[config.mk]
export PLATFORM = sky130hd
export DESIGN_NAME = gb_bus_sync
export DESIGN_NICKNAME = d
export VERILOG_FILES = /design/src/rtl/gb_bus_pkg.sv /design/src/rtl/gb_wr_fifo.sv /design/src/rtl/gb_bus_sync.sv
export SDC_FILE = /design/constraint.sdc
export NUM_CORES = 1
export LEC_CHECK = 0
export ABC_AREA = 0
export CAP_MARGIN = 20
export CORE_UTILIZATION = 57
export DETAILED_ROUTE_END_ITERATION = 6
export DONT_BUFFER_PORTS = 1
export PLACE_DENSITY = 0.72
export SYNTH_ARGS = -nofsm -noshare
export SYNTH_HDL_FRONTEND = slang
export SYNTH_HIERARCHICAL = 1
export SYNTH_SLANG_ARGS = --single-unit
export TNS_END_PERCENT = 1
[constraint.sdc]
create_clock -name CLK -period 3.6 [get_ports CLK]
set_clock_uncertainty 0.2 [all_clocks]
set_input_delay 0.72 -clock CLK [delete_from_list [all_inputs] [get_ports CLK]]
set_output_delay 0.72 -clock CLK [all_outputs]
set_load 0.02 [all_outputs]
[src/rtl/gb_bus_pkg.sv]
// Shared definitions for the Game Boy write-bus front end and its consumers.
package gb_bus_pkg;

   localparam int REC_W = 12;

   localparam logic [1:0] ST_IDLE = 2'd0;
   localparam logic [1:0] ST_LOW  = 2'd1;
   localparam logic [1:0] ST_PUSH = 2'd2;

   localparam logic [3:0] RAMEN_0 = 4'h0;
   localparam logic [3:0] RAMEN_1 = 4'h1;
   localparam logic [3:0] ROMB_LO = 4'h2;
   localparam logic [3:0] ROMB_HI = 4'h3;
   localparam logic [3:0] RAMB_0  = 4'h4;
   localparam logic [3:0] RAMB_1  = 4'h5;
   localparam logic [3:0] GSEL    = 4'h7;

   function automatic logic [REC_W-1:0] pack_rec(input logic [3:0] addr, input logic [7:0] data);
      return {addr, data};
   endfunction

endpackage

[src/rtl/gb_wr_fifo.sv]
// Small write-record FIFO; registered head, no fall-through.
module gb_wr_fifo #(
   parameter int W     = 12,
   parameter int DEPTH = 2
) (
   input  logic         CLK,
   input  logic         RST,
   input  logic         push,
   input  logic         pop,
   input  logic [W-1:0] wdata,
   output logic [W-1:0] rdata,
   output logic         full,
   output logic         empty
);

   localparam int AW = $clog2(DEPTH);

   logic [AW:0]  wp;
   logic [AW:0]  rp;
   logic [W-1:0] mem [DEPTH];
   logic         do_push;
   logic         do_pop;

   assign empty   = (wp == rp);
   assign full    = (wp[AW] != rp[AW]) && (wp[AW-1:0] == rp[AW-1:0]);
   assign do_pop  = pop & ~empty;
   // a full FIFO still accepts a push when the head leaves in the same cycle
   assign do_push = push & (~full | do_pop);
   assign rdata   = mem[rp[AW-1:0]];

   // pointer and storage update
   always_ff @(posedge CLK or posedge RST) begin
      if (RST) begin
         wp <= '0;
         rp <= '0;
         for (int i = 0; i < DEPTH; i++) mem[i] <= '0;
      end else begin
         if (do_push) begin
            mem[wp[AW-1:0]] <= wdata;
            wp              <= wp + 1'b1;
         end
         if (do_pop) rp <= rp + 1'b1;
      end
   end

endmodule

[src/rtl/gb_bus_sync.sv]
// Game Boy write-bus synchroniser, WR glitch filter and record queue.
//
//  state | meaning
//  IDLE  | waiting for a synced falling edge of GB_WR (only once armed)
//  LOW   | GB_WR held low; counting low samples, shadow tracks A/D
//  PUSH  | qualified write; shadow record enqueued this cycle
module gb_bus_sync
   import gb_bus_pkg::*;
#(
   parameter int SYNC_STAGES = 2,
   parameter int MIN_LOW     = 3,
   parameter int FIFO_DEPTH  = 2
) (
   input  logic       CLK,
   input  logic       RST,
   input  logic [3:0] GB_A,
   input  logic [7:0] GB_D,
   input  logic       GB_WR,
   input  logic       GB_RD,
   output logic       WR_VALID,
   input  logic       WR_READY,
   output logic [3:0] WR_ADDR,
   output logic [7:0] WR_DATA,
   output logic       RD_ACTIVE,
   output logic       OVF
);

   localparam int             BUS_W     = 15;
   localparam int             LW        = $clog2(MIN_LOW + 1);
   localparam logic [LW-1:0]  LOW_MAX   = LW'(MIN_LOW);
   // vld, wr, rd, a, d -- the vld bit is 0 in the preset so the reset values
   // are never mistaken for a real idle bus sample
   localparam logic [BUS_W-1:0] SYNC_INIT = {1'b0, 1'b1, 1'b1, 12'h000};

   logic [BUS_W-1:0] sync_q [SYNC_STAGES];
   logic             vld_s;
   logic             wr_s;
   logic             rd_s;
   logic [3:0]       a_s;
   logic [7:0]       d_s;

   logic [1:0]       state;
   logic [LW-1:0]    lowcnt;
   logic [REC_W-1:0] shadow;
   logic             armed;
   logic             push;
   logic             pop;
   logic             fifo_full;
   logic             fifo_empty;
   logic [REC_W-1:0] head;

   assign {vld_s, wr_s, rd_s, a_s, d_s} = sync_q[SYNC_STAGES-1];

   // one shared chain keeps strobe, address and data aligned
   always_ff @(posedge CLK or posedge RST) begin
      if (RST) begin
         for (int i = 0; i < SYNC_STAGES; i++) sync_q[i] <= SYNC_INIT;
      end else begin
         sync_q[0] <= {1'b1, GB_WR, GB_RD, GB_A, GB_D};
         for (int i = 1; i < SYNC_STAGES; i++) sync_q[i] <= sync_q[i-1];
      end
   end

   // arming, read status and sticky overflow
   always_ff @(posedge CLK or posedge RST) begin
      if (RST) begin
         armed     <= 1'b0;
         RD_ACTIVE <= 1'b0;
         OVF       <= 1'b0;
      end else begin
         armed     <= armed | (vld_s & wr_s);
         RD_ACTIVE <= ~rd_s;
         if (push && fifo_full && !pop) OVF <= 1'b1;
      end
   end

   // write qualification FSM; shadow holds the last low-phase sample
   always_ff @(posedge CLK or posedge RST) begin
      if (RST) begin
         state  <= ST_IDLE;
         lowcnt <= '0;
         shadow <= '0;
      end else begin
         case (state)
            ST_IDLE: begin
               if (armed && !wr_s) begin
                  state  <= ST_LOW;
                  lowcnt <= LW'(1);
                  shadow <= pack_rec(a_s, d_s);
               end
            end
            ST_LOW: begin
               if (!wr_s) begin
                  if (lowcnt < LOW_MAX) lowcnt <= lowcnt + 1'b1;
                  shadow <= pack_rec(a_s, d_s);
               end else if (lowcnt >= LOW_MAX) begin
                  state <= ST_PUSH;
               end else begin
                  state <= ST_IDLE;
               end
            end
            ST_PUSH: state <= ST_IDLE;
            default: state <= ST_IDLE;
         endcase
      end
   end

   assign push     = (state == ST_PUSH);
   assign pop      = WR_VALID & WR_READY;
   assign WR_VALID = ~fifo_empty;
   assign WR_ADDR  = head[REC_W-1:8];
   assign WR_DATA  = head[7:0];

   gb_wr_fifo #(
      .W     (REC_W),
      .DEPTH (FIFO_DEPTH)
   ) u_fifo (
      .CLK   (CLK),
      .RST   (RST),
      .push  (push),
      .pop   (pop),
      .wdata (shadow),
      .rdata (head),
      .full  (fifo_full),
      .empty (fifo_empty)
   );

endmodule

==> Word-level counts from Yosys, hierarchy flattened <==
Index checks and enable logic that the tools add are counted.
{ "word_totals": {"ff_bits": 77, "latchBits": 0, "ram_bits": 0, "mem_bits_ro": 0, "inputBits": 17, "output_inout_bits": 15, "word_cells": 68, "memories": 0} }
{ "classes": {"n_addsub": 3, "mul": 0, "n_div": 0, "magnitude_cmp": 5, "n_eq_ne": 9, "shifts": 0, "muxes": 16, "n_bitwise": 11, "n_reduce_logical": 12} }
{ "ops": {"columns": ["op", "n"], "rows": [
  ["12-bit 2-to-1 mux", 6],
  ["24-bit bitwise mux", 1],
  ["12-bit case mux with 2 select lines", 1],
  ["12-bit demux with 1-bit select", 1],
  ["2-bit 2-to-1 mux", 5],
  ["2-bit inequality test (second input constant)", 4],
  ["2-bit case mux with 2 select lines", 2],
  ["2-bit by 1-bit adder with 2-bit output (second input constant)", 3],
  ["2-bit >= comparator (second input constant)", 3],
  ["1-bit logical AND", 5],
  ["1-bit AND", 4],
  ["1-bit NOT with 2-bit output", 2],
  ["4-bit AND reduction", 1],
  ["1-bit NOT", 3],
  ["3-bit AND reduction", 1],
  ["2-bit by 1-bit == test with 1-bit output (second input constant)", 1],
  ["2-bit == test", 1],
  ["2-bit == test (second input constant)", 1],
  ["1-bit zero test", 2],
  ["2-bit zero test", 1],
  ["2-bit by 1-bit < comparator with 1-bit output (second input constant)", 1],
  ["2-bit < comparator (second input constant)", 1],
  ["1-bit OR", 2],
  ["2-bit AND reduction", 1],
  ["3 further kinds", 3]
]} }

==> Longest topological paths before layout <==
{ "logic_depth": {"depth_word": 6, "ltp_mapped": 9, "depth_no_buf": 6} }

==> Hierarchy <==
Netlist, hierarchy kept.
{ "by_module_without_submodules": {"columns": ["module", "n_inst", "cells_each", "area_each_um2"], "rows": [
  ["gb_bus_sync", 1, 84, 1551.5],
  ["gb_wr_fifo", 1, 92, 1373.8]
]} }

==> Worst setup path before layout <==
OpenSTA, ideal clock, no wires.
{ "synth_path": {"path_kind": "flip-flop to flip-flop", "startpoint": "register u_fifo.rp[0]", "endpoint": "register u_fifo/mem[12] (netlist name)", "arrival_time_ns": 2.164, "required_time_ns": 3.275, "slack_ns": 1.111, "path_stages_with_launch": 10, "synth_period_minus_slack_ns": 2.489, "cell_sequence": "dfrtp_1 buf_2 buf_1 xor2_1 nor2_1 nor2b_1 nor2_1 a21oi_2 buf_6 mux2_4"} }
{ "synth_between": {"elab_chain_cells": 6, "elab_cells_between_ends": 9, "cone_classes": "eq/ne: 2; bitwise: 6; reduce/logical: 1"} }
{ "synth_lines": {"columns": ["item", "line_no", "source"], "rows": [
  ["from (decl)", "gb_wr_fifo.sv:19", "logic [AW:0] rp;"],
  ["from (signal assigned)", "gb_wr_fifo.sv:42", "if (do_pop) rp <= rp + 1'b1;"],
  ["2-bit == test", "gb_wr_fifo.sv:24", "assign empty = (wp == rp);"],
  ["via fifo_empty", "gb_bus_sync.sv:49", "logic fifo_empty;"],
  ["1-bit NOT", "gb_bus_sync.sv:110", "assign WR_VALID = ~fifo_empty;"],
  ["1-bit AND", "gb_bus_sync.sv:109", "assign pop = WR_VALID & WR_READY;"],
  ["via pop", "gb_bus_sync.sv:47", "logic pop;"],
  ["1-bit AND", "gb_wr_fifo.sv:26", "assign do_pop = pop & ~empty;"],
  ["1-bit OR", "gb_wr_fifo.sv:28", "assign do_push = push & (~full | do_pop);"],
  ["1-bit AND", "gb_wr_fifo.sv:28", null],
  ["to (signal, indexed assignment)", "gb_wr_fifo.sv:39", "mem[wp[AW-1:0]] <= wdata;"],
  ["to (decl)", "gb_wr_fifo.sv:20", "logic [W-1:0] mem [DEPTH];"]
]} }
The timed path passes the listed nets, and every way through them passes these cells.
A chain may end at the register's enable or synchronous reset.

==> Worst setup path after layout <==
{ "layout_path": {"startpoint": "register u_fifo.rp[0]", "endpoint": "register u_fifo/mem[5] (netlist name)"} }
The elaborated chain is that of the path after synthesis.

==> summary.md <==
| Metric | Value |
|---|---|
| CTS H-Tree Depth | 3 |
| WL per Instance | 16.9 um |
| Worst Path Max Fanout | 17 |
| Layout cells sized above 1 | 41.1% |
| Placed cells | 240 |
| Status | completed |
| Initial drt markers | 37 |
| Antenna fix cells | 0 |
| Vias in the first global route | 1424 |
| Starting Density | 60.7% |
| Synth area leaders | dfrtp_1, mux2_4, mux2_2 |
| Mapped Area | between 2000 and 3000 um^2 |
| XOR/XNOR Fraction of Synth Area | 1.15% |
| CP max stage delay | 0.78 ns |
| Vias per Instance | 5.20 |
| CP startpoint | u_fifo/rp[0]$_DFFE_PP0P_ |
| Hold Crit Depth | 0 |
| Peak VDD IR | 0.448 mV |
| #FFs+latches synth | 77 |
| Total gr overflow | 0 |
| Area of the multi-input gates | 912 um^2 |
| Syn nets | about 190 |
| Final wirelength | 4.37 mm |
| Layout net count | 205 |
| Syn Area/Cell | 16.6 um^2 |
| CP endpoint kind | flop |
| CP cell instances | xor2_1, nor2_1, nor2b_1, nor2b_1, a21oi_2, buf_4, mux2_2 |
| Full die area | 5420 um^2 |
| TritonCTS clock tree | done |
| Initial antenna violation count | 0 |
| Clk_lat worst skew | 0.34 ns |
| I/O Buffers | 0 |
| Register area share after synthesis | roughly two thirds |
| Setup Total Neg Slack | 0 ns |
| Delay-heaviest family, CP | flip-flops |
| First-pass GRT wire length | 6.88 mm |
| Largest net degree at the start of global routing | 50 |
| Arrival time worst endpoint | 2.70 ns |
| Worst Path Required | 3.62 ns |
| Crit path kind | flop to flop |
| Cts bufs inserted | 9 |
| Largest family of logic cells by synthesized area | multiplexers |
| Final Hold Viols | 0 |
| Synth warnings | 6 |
| Most frequent CP cell | nor2b_1 |
| Cell variety after synth | 31 |
| Post-synthesis simple-gate area fraction | about 3.2% |
| Leak Pwr | 1.51 nW |
| Post-synth top area cell | dfrtp_1 |
| Non-Filler Instances | between 200 and 300 |
| RSZ-0062 raised after global routing | false |
| R2R Setup Slk | 0.92 ns |
| CTS sink cnt | 77 |
| # Post-CTS Setup Buffers | 0 |
| Clk root buf | clkbuf_8 |
| # setup viols final | 0 |
| Fin crit period | 2.68 ns |
| DPL Wire Length | approximately 2.9 mm |
| Hold WC Path Type | flop to flop |
| Total GRT Usage | 18.1% |
| Routed Antenna Nets | 0 |
| Maximum operating frequency | roughly 370 MHz |
| Cell Rows | 25 |
| Synth top area share | about 62% |
| Die Wd | 73.6 um |
| Synth Area in Compound Gates | 2.69% |
| PwrDens | 825 nW/um^2 |
| Reg2Reg Depth | 7 |
| Die Span Y | 73.6 um |
| Worst setup SP type | flop |
| Area share of fa/ha/maj cells after synthesis | 0.428% |
| PostCTS Resize Cnt | 0 |
| Max-slew headroom | 44.1% |
| Worst r2r src | u_fifo/rp[0]$_DFFE_PP0P_ |
| Slew Limit Fails | 0 |
| FF+latch area | 1930 um^2 |
| Max cap viols | 0 |
| Worst-path clk slew | ~0.07 ns |
| Total power | 2.68 mW |
| CP Depth | 7 |
| Buf/Inv on CP | 1 |
| Reg-to-reg endpoint | u_fifo/mem[5]$_DFFE_PP0P_ |
| DRC | 0 |
| Mux contribution to synthesized area | 23.6% |
| Routability Congestion | 0.778 |
| CORE AREA | around 4800 um^2 |
| Critical Path Sink | u_fifo/mem[5]$_DFFE_PP0P_ |
| Worst-margin pin slew | between 0.8 and 0.9 ns |
| Worst Setup Slack, final | 0.923 ns |
| Synth Instances | 176 |
| Ports | 32 |
| CP max-delay cell | dfrtp_1 |
| Via count | between 1k and 1.5k |
| Pre-CTS setup slack | 0.950 ns |
| DR pass1 iterations | 4 |
| # fillers | about 340 |
| Final Cycle Share | around 74% |
| Hold Buf Count CTS | 0 |
| Clock Path Buffers | 2 |
| Synth-to-layout area growth | 11.2% |
synthesized netlist by cell type, drive strengths merged:
cell,n
xnor2,1
a21oi,4
ha,1
buf,5
o22ai,1
a21o,2
dfrtp,73
nor3,3
o21bai,1
mux2i,4
dfstp,4
nand2,5
conb,1
xor2,2
mux2,49
nor4b,1
inv,8
nor2b,3
o21ai,1
o22a,1
o31ai,1
nor2,4
nand2b,1
flip-flops by register name (all words and copies together), names as in the netlist:
register	count
shadow	12
u_fifo/mem	24
RD_ACTIVE	1
OVF	1
sync_q	17
u_fifo/rp	2
armed	1
a_s	4
d_s	8
state	2
u_fifo/wp	2
rd_s	1
lowcnt	2
cell type report:
type,instances,area share [%]
Sequential cell,77,59.4
Timing Repair Buffer,5,2.23
Inverter,8,0.923
Clock buffer,10,4.23
Tap cell,67,2.58
Multi-Input combinational cell,86,28.0
Clock inverter,6,2.65
routing by layer:
layer	GRT usage, %	wire length, um
met1	22.4	1880
met2	29.1	2260
met3	6.45	172
met4	7.69	48
met5	0	0
worst min path at each step:
stage                            to                  from  slack (ns)
2_1_floorplan      a_s[0]$_DFF_PP0_  sync_q[23]$_DFF_PP0_        0.13
3_3_place_gp   sync_q[14]$_DFF_PP0_  sync_q[29]$_DFF_PP0_        0.13
3_5_place_dp       d_s[3]$_DFF_PP0_  sync_q[18]$_DFF_PP0_        0.14
4_1_cts            d_s[3]$_DFF_PP0_  sync_q[18]$_DFF_PP0_        0.15
5_1_grt        sync_q[28]$_DFF_PP1_                 GB_WR        0.14
6_report           d_s[3]$_DFF_PP0_  sync_q[18]$_DFF_PP0_        0.15
layout by cell type (no fill, tap or decap), drive strengths merged, types with 4 or more instances in the layout:
master	synthesis	final
a21oi	4	4
buf	5	4
clkbuf	0	10
dfrtp	73	73
dfstp	4	4
inv	8	8
mux2	49	49
mux2i	4	4
nand2	5	5
nor2	4	4
where the power goes:
group | internal, mW | total (mW) | switching [mW]
clock | 0.408 | 0.707 | 0.300
combinational | 0.376 | 0.718 | 0.342
sequential | 1.08 | 1.26 | 0.182
worst register-to-register path, delay by kind of cell (launching register included):
kind / cells / cell delay, ns
buffers and inverters: 1 / 0.26
DFF: 1 / 0.78
muxes: 1 / 0.37
xor gates and xnor gates: 1 / 0.24
AOI/OAI and AO/OA: 1 / 0.15
and+or+nand+nor: 3 / 0.56
cell families (layout without fill, tap and decap cells):
family | after synthesis | count (layout)
other | 1 | 1
AO/OA/AOI/OAI | 11 | 11
flip-flops | 77 | 77
AND/OR/NAND/NOR | 17 | 17
XOR/XNOR | 3 | 3
adder cells (fa/ha/maj) | 1 | 1
buffers and inverters | 13 | 29
multiplexers | 53 | 53
metrics by stage:
stage               cell area, um^2  utilization, %  hold slack (ns)
global route                   3250            67.6            0.144
floorplan                      2930               -            0.131
finish                         3250            67.6            0.150
CTS                            3200            66.4            0.153
detailed placement             2970            61.7            0.136
global placement               2970            61.7            0.133
(Power assumes the default switching activity.)
